--- src/rtl/pwm_timer_pkg.sv ---
// Shared definitions for the PWM timer: register map, CTRL bit layout,
// identification value and the timer state encoding.
package pwm_timer_pkg;

    // Width of one config/status register
    localparam int REG_W = 8;

    // Config register indices
    localparam int CFG_CTRL      = 0;
    localparam int CFG_PRESC     = 1;
    localparam int CFG_PERIOD_LO = 2;
    localparam int CFG_PERIOD_HI = 3;
    localparam int CFG_DUTY_LO   = 4;
    localparam int CFG_DUTY_HI   = 5;
    localparam int CFG_USED      = 6;

    // Status register indices
    localparam int ST_CNT_LO   = 0;
    localparam int ST_CNT_HI   = 1;
    localparam int ST_FLAGS    = 2;
    localparam int ST_WRAP_CNT = 3;
    localparam int ST_ID       = 4;

    // CTRL register bit positions
    localparam int CTRL_ENABLE   = 0;
    localparam int CTRL_ONE_SHOT = 1;
    localparam int CTRL_INVERT   = 2;
    localparam int CTRL_CLEAR    = 3;
    localparam int CTRL_IRQ_EN   = 4;

    // Fixed identification value readable in status register 4
    localparam logic [REG_W-1:0] ID_VALUE = 8'hA5;

    // Saturation limit of the wrap counter
    localparam logic [REG_W-1:0] WRAP_CNT_MAX = 8'hFF;

    // Timer operating states
    typedef enum logic [1:0] {
        IDLE = 2'd0,
        RUN  = 2'd1,
        DONE = 2'd2
    } timer_state_e;

    // Assemble a 16-bit value from a low/high register pair
    function automatic logic [15:0] join16(input logic [REG_W-1:0] lo,
                                           input logic [REG_W-1:0] hi);
        return {hi, lo};
    endfunction

endpackage

--- src/rtl/pwm_timer_unit_tick_gen.sv ---
// Prescaler: produces a one-cycle tick every (presc+1) enabled cycles while
// the timer is running; held at zero whenever the timer is not running.
module tick_gen
    import pwm_timer_pkg::*;
(
    input  logic             clk,
    input  logic             rst,
    input  logic             ena,
    input  logic             run,
    input  logic [REG_W-1:0] presc,
    output logic             tick
);

    logic [REG_W-1:0] presc_cnt;

    assign tick = ena && run && (presc_cnt == presc);

    // Prescale counter: restarts at zero outside RUN and after every tick
    always_ff @(posedge clk or posedge rst) begin
        if (rst) begin
            presc_cnt <= '0;
        end else if (ena) begin
            if (!run) begin
                presc_cnt <= '0;
            end else if (presc_cnt == presc) begin
                presc_cnt <= '0;
            end else begin
                presc_cnt <= presc_cnt + 1'b1;
            end
        end
    end

endmodule

--- src/rtl/pwm_timer_unit.sv ---
// PWM timer with a flat config/status register bank. Period and duty are
// captured into shadow registers at start and at every wrap, so register
// writes never disturb a period already in progress.
module pwm_timer_unit #(
    parameter int REG_WIDTH  = 8,
    parameter int NUM_CFG    = 8,
    parameter int NUM_STATUS = 8
) (
    input  logic                            clk,
    input  logic                            rst,
    input  logic                            ena,
    input  logic [NUM_CFG*REG_WIDTH-1:0]    config_regs,
    output logic [NUM_STATUS*REG_WIDTH-1:0] status_regs,
    output logic                            pwm_out,
    output logic                            irq
);

    import pwm_timer_pkg::*;

    // Decoded configuration
    logic [REG_WIDTH-1:0] ctrl;
    logic [REG_WIDTH-1:0] presc;
    logic [15:0]          cfg_period;
    logic [15:0]          cfg_duty;
    logic                 cfg_enable;
    logic                 cfg_one_shot;
    logic                 cfg_invert;
    logic                 cfg_clear;
    logic                 cfg_irq_en;

    // Timer state
    timer_state_e         state;
    timer_state_e         next_state;
    logic [15:0]          counter;
    logic [15:0]          shadow_period;
    logic [15:0]          shadow_duty;
    logic                 wrap_sticky;
    logic [REG_WIDTH-1:0] wrap_cnt;

    // Derived controls
    logic                 running;
    logic                 done;
    logic                 tick;
    logic                 wrap;
    logic                 start;
    logic                 raw;
    logic                 unused_cfg_bits;

    assign ctrl       = config_regs[CFG_CTRL*REG_WIDTH +: REG_WIDTH];
    assign presc      = config_regs[CFG_PRESC*REG_WIDTH +: REG_WIDTH];
    assign cfg_period = join16(config_regs[CFG_PERIOD_LO*REG_WIDTH +: REG_WIDTH],
                               config_regs[CFG_PERIOD_HI*REG_WIDTH +: REG_WIDTH]);
    assign cfg_duty   = join16(config_regs[CFG_DUTY_LO*REG_WIDTH +: REG_WIDTH],
                               config_regs[CFG_DUTY_HI*REG_WIDTH +: REG_WIDTH]);

    assign cfg_enable   = ctrl[CTRL_ENABLE];
    assign cfg_one_shot = ctrl[CTRL_ONE_SHOT];
    assign cfg_invert   = ctrl[CTRL_INVERT];
    assign cfg_clear    = ctrl[CTRL_CLEAR];
    assign cfg_irq_en   = ctrl[CTRL_IRQ_EN];

    // Registers 6 and 7 and the upper CTRL bits carry no function
    assign unused_cfg_bits = ^{config_regs[NUM_CFG*REG_WIDTH-1:CFG_USED*REG_WIDTH],
                               ctrl[REG_WIDTH-1:CTRL_IRQ_EN+1]};

    assign running = (state == RUN);
    assign done    = (state == DONE);
    assign start   = ena && (state == IDLE) && cfg_enable;
    assign wrap    = tick && (counter == shadow_period);
    assign raw     = running && (counter < shadow_duty);
    assign irq     = wrap_sticky && cfg_irq_en;

    tick_gen u_tick_gen (
        .clk   (clk),
        .rst   (rst),
        .ena   (ena),
        .run   (running),
        .presc (presc),
        .tick  (tick)
    );

    // State register
    always_ff @(posedge clk or posedge rst) begin
        if (rst) begin
            state <= IDLE;
        end else if (ena) begin
            state <= next_state;
        end
    end

    // Next-state logic: start on enable, stop on disable, finish on one-shot wrap
    always_comb begin
        next_state = state;
        case (state)
            IDLE: begin
                if (cfg_enable) begin
                    next_state = RUN;
                end
            end
            RUN: begin
                if (!cfg_enable) begin
                    next_state = IDLE;
                end else if (wrap && cfg_one_shot) begin
                    next_state = DONE;
                end
            end
            DONE: begin
                if (!cfg_enable) begin
                    next_state = IDLE;
                end
            end
            default: begin
                next_state = IDLE;
            end
        endcase
    end

    // Shadow period/duty: captured at start and refreshed only at wrap
    always_ff @(posedge clk or posedge rst) begin
        if (rst) begin
            shadow_period <= '0;
            shadow_duty   <= '0;
        end else if (start || (ena && wrap)) begin
            shadow_period <= cfg_period;
            shadow_duty   <= cfg_duty;
        end
    end

    // Period counter: advances on tick, zero whenever not actively running
    always_ff @(posedge clk or posedge rst) begin
        if (rst) begin
            counter <= '0;
        end else if (ena) begin
            if (!running || !cfg_enable) begin
                counter <= '0;
            end else if (wrap) begin
                counter <= '0;
            end else if (tick) begin
                counter <= counter + 16'd1;
            end
        end
    end

    // Wrap flags: clear has priority over a coincident wrap
    always_ff @(posedge clk or posedge rst) begin
        if (rst) begin
            wrap_sticky <= 1'b0;
            wrap_cnt    <= '0;
        end else if (ena) begin
            if (cfg_clear) begin
                wrap_sticky <= 1'b0;
                wrap_cnt    <= '0;
            end else if (wrap) begin
                wrap_sticky <= 1'b1;
                if (wrap_cnt != WRAP_CNT_MAX) begin
                    wrap_cnt <= wrap_cnt + 1'b1;
                end
            end
        end
    end

    // Registered PWM output with optional polarity inversion
    always_ff @(posedge clk or posedge rst) begin
        if (rst) begin
            pwm_out <= 1'b0;
        end else if (ena) begin
            pwm_out <= raw ^ cfg_invert;
        end
    end

    // Status bank assembly
    always_comb begin
        status_regs = '0;
        status_regs[ST_CNT_LO*REG_WIDTH +: REG_WIDTH]   = counter[7:0];
        status_regs[ST_CNT_HI*REG_WIDTH +: REG_WIDTH]   = counter[15:8];
        status_regs[ST_FLAGS*REG_WIDTH +: REG_WIDTH]    = {4'b0000, pwm_out, done,
                                                           wrap_sticky, running};
        status_regs[ST_WRAP_CNT*REG_WIDTH +: REG_WIDTH] = wrap_cnt;
        status_regs[ST_ID*REG_WIDTH +: REG_WIDTH]       = ID_VALUE;
    end

endmodule

--- config.mk ---
export PLATFORM = sky130hd
export DESIGN_NAME = pwm_timer_unit
export DESIGN_NICKNAME = d
export VERILOG_FILES = /design/src/rtl/pwm_timer_pkg.sv /design/src/rtl/pwm_timer_unit_tick_gen.sv /design/src/rtl/pwm_timer_unit.sv
export SDC_FILE = /design/constraint.sdc
export NUM_CORES = 1
export LEC_CHECK = 0
export CORE_MARGIN = 2
export CORE_UTILIZATION = 35
export CTS_CLUSTER_DIAMETER = 200
export CTS_CLUSTER_SIZE = 10
export DETAILED_ROUTE_END_ITERATION = 16
export MAX_ROUTING_LAYER = met4
export PLACE_DENSITY = 0.66
export SYNTH_ARGS = -nofsm -noshare
export SYNTH_HDL_FRONTEND = slang
export SYNTH_SLANG_ARGS = --single-unit
export TNS_END_PERCENT = 30
--- constraint.sdc ---
create_clock -name clk -period 3.1 [get_ports clk]
set_clock_uncertainty 0.1 [all_clocks]
set_input_delay 0.31 -clock clk [delete_from_list [all_inputs] [get_ports clk]]
set_output_delay 0.31 -clock clk [all_outputs]
set_load 0.01 [all_outputs]
* After elaboration in Yosys (flattened, before gate mapping)
Cells that the tools add are included.
Word-level totals: logic and storage cells 57, flip-flop bits (word level) 68, output and inout port bits 66
Operators by class: bitwise gates (word level) 1, equality and inequality tests 8, muxes and demuxes 15, add/subtract/negate cells 3, magnitude comparators 1, reductions and logical operators 21
Operators with widths (count):
- 16-bit two-way mux | 3
- 8-bit two-way mux | 5
- 16-bit by 1-bit adder with 16-bit output (second input constant) | 1
- 8-bit by 1-bit adder with 8-bit output (second input constant) | 2
- 16-bit equality test | 1
- 16-bit less-than comparator | 1
- 1-bit logical AND | 9
- 8-bit equality test | 1
- 2-bit two-way mux | 4
- 8-bit inequality test (second input constant) | 1
- 2-bit one-hot mux with 3 select lines | 1
- 2-bit inequality test (second input constant) | 2
- 2-bit AND reduction | 2
- 4-bit AND reduction | 1
- 2-bit nonzero test | 2
- 3-bit by 2-bit inequality test with 1-bit output (second input constant) | 1
- 3-bit AND reduction | 1
- 3-bit nonzero test | 1
- 2-bit by 1-bit equality test with 1-bit output (second input constant) | 1
- 2-bit equality test (second input constant) | 1
- 1-bit logical NOT | 2
- 2-bit logical NOT | 1
- 1-bit logical OR | 2
- 1-bit two-way mux | 2
- 1-bit XOR | 1

* Longest topological paths before layout
depth in word-level cells 8, depth in mapped cells 9

* Cells and area by module
A second synthesis with hierarchy kept.
Second synthesis, totals: cells, all modules 400, area total of the unflattened synthesis 4182.8 um^2
By module, submodules not included:
- pwm_timer_unit | area each 3661.0 um^2, instances 1, cells an instance 345
- tick_gen | area each 521.8 um^2, instances 1, cells an instance 55

* Least setup slack after synthesis
Ideal clock, no wire load.
kind register -> register, start register counter[6], end register shadow_duty[10], slack 826 ps, arrival time 2049 ps, stages on the path, launching flop included 9, cells stage by stage dfrtp_1 xnor2_1 nand4_1 or4_1 buf_2 nor2_4 a41oi_4 buf_6 mux2_4
On the way: cells in the longest elaborated chain, start to end 4
Ends and longest elaborated chain:
- from (decl) | RTL line pwm_timer_unit.sv:34 | logic [15:0] counter;
- from (signal assigned) | RTL line pwm_timer_unit.sv:139 | counter <= counter + 16'd1;
- 16-bit equality test | RTL line pwm_timer_unit.sv:69 | assign wrap = tick && (counter == shadow_period);
- 1-bit logical AND | RTL line pwm_timer_unit.sv:69
- 1-bit logical AND | RTL line pwm_timer_unit.sv:123 | end else if (start || (ena && wrap)) begin
- 1-bit logical OR | RTL line pwm_timer_unit.sv:123
- to (signal assigned) | RTL line pwm_timer_unit.sv:125 | shadow_duty <= cfg_duty;
- to (decl) | RTL line pwm_timer_unit.sv:36 | logic [15:0] shadow_duty;
No other way between the ends. A chain may end at the register's enable or synchronous reset.

* Worst setup path in the final report
start register counter[3], end register shadow_duty[10]
Same word-level chain as after synthesis.

==> out/metrics.yaml <==
cells_and_area:
  layout-drive-gt1-share: 0.1339
  final_cells: 655
  syn_to_final_growth_pct: 27.38
  final_nets: 589
  final_cell_mix: "clkdlybuf4s50_1 (77), dfrtp_1 (68), conb_1 (36), mux2_4 (30), xnor2_1 (28)"
  final_util: 0.4566
  antenna_cells: 0
  final_common_cell: "clkdlybuf4s50_1"
clock_tree:
  clock-sinks: 68
  cts_resized: 0
  clk_pin_slew_ns: 0.06
  htreeDepth: 3
  cts_tree: "built"
  cts_buffer_depth: 2
  postCtsHoldBufs: 0
  postCtsSetupBuffers: 0
  cts_buffers: 9
  clock_latency_ns: 0.33
  ctsRootBufferMaster: "clkbuf_16"
power:
  ir_worst_vdd_v: 0.0002402
  p_leak_nw: 2.547
  p_per_area_mw_per_mm2: 557.7
synth:
  synthXorXnorAreaFrac: 0.07120
  seq_area_frac_synth: 0.3952
  syn_area_mm2: 0.004305
  synth-simple-area-share: 0.1619
  synth_top_area_share: 0.3952
  synth-async-reset-ratio: 1.000
  synth_seq_cells: 68
  synth_ff_type: "dfrtp_1"
  synth_top_area_cell: "dfrtp_1"
  synth_mux_area_frac: 0.1215
  syn_inst: 419
  ys_types: 46
  synth_top_family_by_area: "simple AND/OR/NAND/NOR gates"
  synth_fa_ha_area_frac: 0.05231
  synth_compound_gate_area_share: 0.08718
  avgSynthCellArea_um2: 10.28
  ys_top_cells_by_area: "dfrtp_1 (40%), mux2_4 (10%), buf_4 (7.0%)"
  yosys_warnings: 0
  synth_edf_count: 0
placement:
  port_buffers: 77
  placedCellCount: 640
  dp_hpwl_mm: 7.657
  gp_congestion: 0.8720
  pre_cts_slack_ns: 0.2032
setup_path:
  reg2reg_slack_ns: 0.49
  path_max_fanout: 19
  crit_required_ns: 3.21
  reg2regPathDepth: 7
  worstSetupStartpointType: "register"
  endpoint_kind: "register"
  critical_path_class: "register to register"
  worstPathArrival_ns: 2.72
  r2r-end: "shadow_duty[10]"
  r2r-start: "counter[3]"
sta:
  setup_tns_ns: 0
  finalMaxSlewViolations: 0
  fin_crit_sh: 0.8415
  finalHoldViolations: 0
  slew_headroom: 0.4734
  period_minus_slack_ns: 2.609
  worst_slew_pin_slew_ns: 0.7873
  max_freq_mhz: 383.3
  setup_violations: 0
  rsz0062_at_grt: "no"
  worst_slack_ns: 0.4913
detailed_routing:
  drtIter0Drc: 216
  final_antenna_net_count: 0
  firstDrtPassIters: 4
  wirelength_mm: 10.07
  vias_per_cell: 4.971
  drc: 0
  vias: 3256
  routedWlPerCell_um: 15.37
grt:
  grt_max_degree: 34
  grt_antenna_before_repair: 0
  grt_pass1_wl_mm: 16.40
  grt_overflow: 0
  track_usage: 0.1644
  first_global_vias: 3308
floorplan:
  dieArea_mm2: 0.01320
  initial_utilization: 0.3584
  dieWidth_um: 114.9
  num_io_pins: 133
  core_region_area_mm2: 0.01201
  die_y_um: 114.9
  num_rows: 40
run_status:
  outcome: "finished, final reports clean"
run:
  drv_cap: 0
hold_path:
  min_path_type: "input pin to asynchronous set/reset pin"
synthesized netlist by cell type, types with 3 or more instances:
library cell and number:
a22o_1 5, nand2b_1 7, or3_1 4, buf_4 40, nor4_1 7, nor3_1 10
o21ai_0 18, dfrtp_1 68, xor2_1 7, a21o_1 7, mux2i_1 5, ha_1 18
buf_2 3, xnor2_1 28, nand2_1 23, nand3_1 12, and2_1 5, mux2_4 30
a21oi_1 7, inv_1 25, buf_6 3, nor2_1 13, nor2b_1 8, and3_1 8
and4_1 4, nand4_1 21, clkbuf_1 7
critical path: stages (launching register included):
cell	delay [ns]
dfrtp_1	0.49
xnor2_1	0.26
nand4_1	0.11
or4_1	0.57
nor2_4	0.19
a41oi_4	0.13
buf_12	0.32
mux2_4	0.30
cell type report:
class                           count  area, um2
Fill cell                        1153       6528
Inverter                           25      93.84
Timing Repair Buffer               93      903.4
Multi-Input combinational cell    307       2262
Clock buffer                        9      225.2
Tap cell                          147      183.9
Clock inverter                      6      113.9
Sequential cell                    68       1702
logic make-up after synthesis:
logic type	Yosys count
multiplexers	37
buffers and inverters	78
other	2
adder cells (fa/ha/maj)	18
AND/OR/NAND/NOR	127
AO/OA/AOI/OAI	54
flip-flops	68
XOR/XNOR	35
sequential cells by signal, summed over array words and instances, names as in the netlist:
name	cells
counter	16
pwm_out	1
shadow_duty	16
shadow_period	16
state	2
u_tick_gen.presc_cnt	8
wrap_cnt	8
wrap_sticky	1
report_power, final:
group	total [W]	switching [W]	internal (W)
registers	0.00117	0.000128	0.00105
logic	0.000722	0.000305	0.000416
clock network	0.00116	0.000382	0.000782
total	0.00306	0.000815	0.00224
layer usage:
metal / vias up / part of all wire / track usage
met3: 7 / 0.050 / 0.04112
met4: 0 / 0.0083 / 0.03213
li1: 1564 / - / -
met1: 1578 / 0.45 / 0.2012
met5: - / 0 / -
met2: 107 / 0.49 / 0.2773
how the worst max path moves through the flow:
stage / start / to / slack (ns) / cells past startpoint
2_1_floorplan: counter[6] / shadow_duty[10] / 0.83 / 8
3_3_place_gp: config_regs[12] / shadow_duty[2] / 0.23 / 8
3_5_place_dp: config_regs[9] / shadow_duty[11] / 0.20 / 8
4_1_cts: counter[3] / shadow_duty[11] / 0.50 / 7
5_1_grt: counter[3] / shadow_duty[12] / 0.39 / 7
6_report: counter[3] / shadow_duty[10] / 0.49 / 7
metrics by stage:
step	area (um2)	hold slack [ns]	total power [W]
finish	5484	0.3184	0.003059
global route	5484	0.3828	0.003211
CTS	5484	0.3511	0.003092
detailed placement	5145	0.4011	0.001911
global placement	5145	0.3957	0.001879
floorplan	4433	0.2966	0.001713
Power figures use the tool's default switching activity.
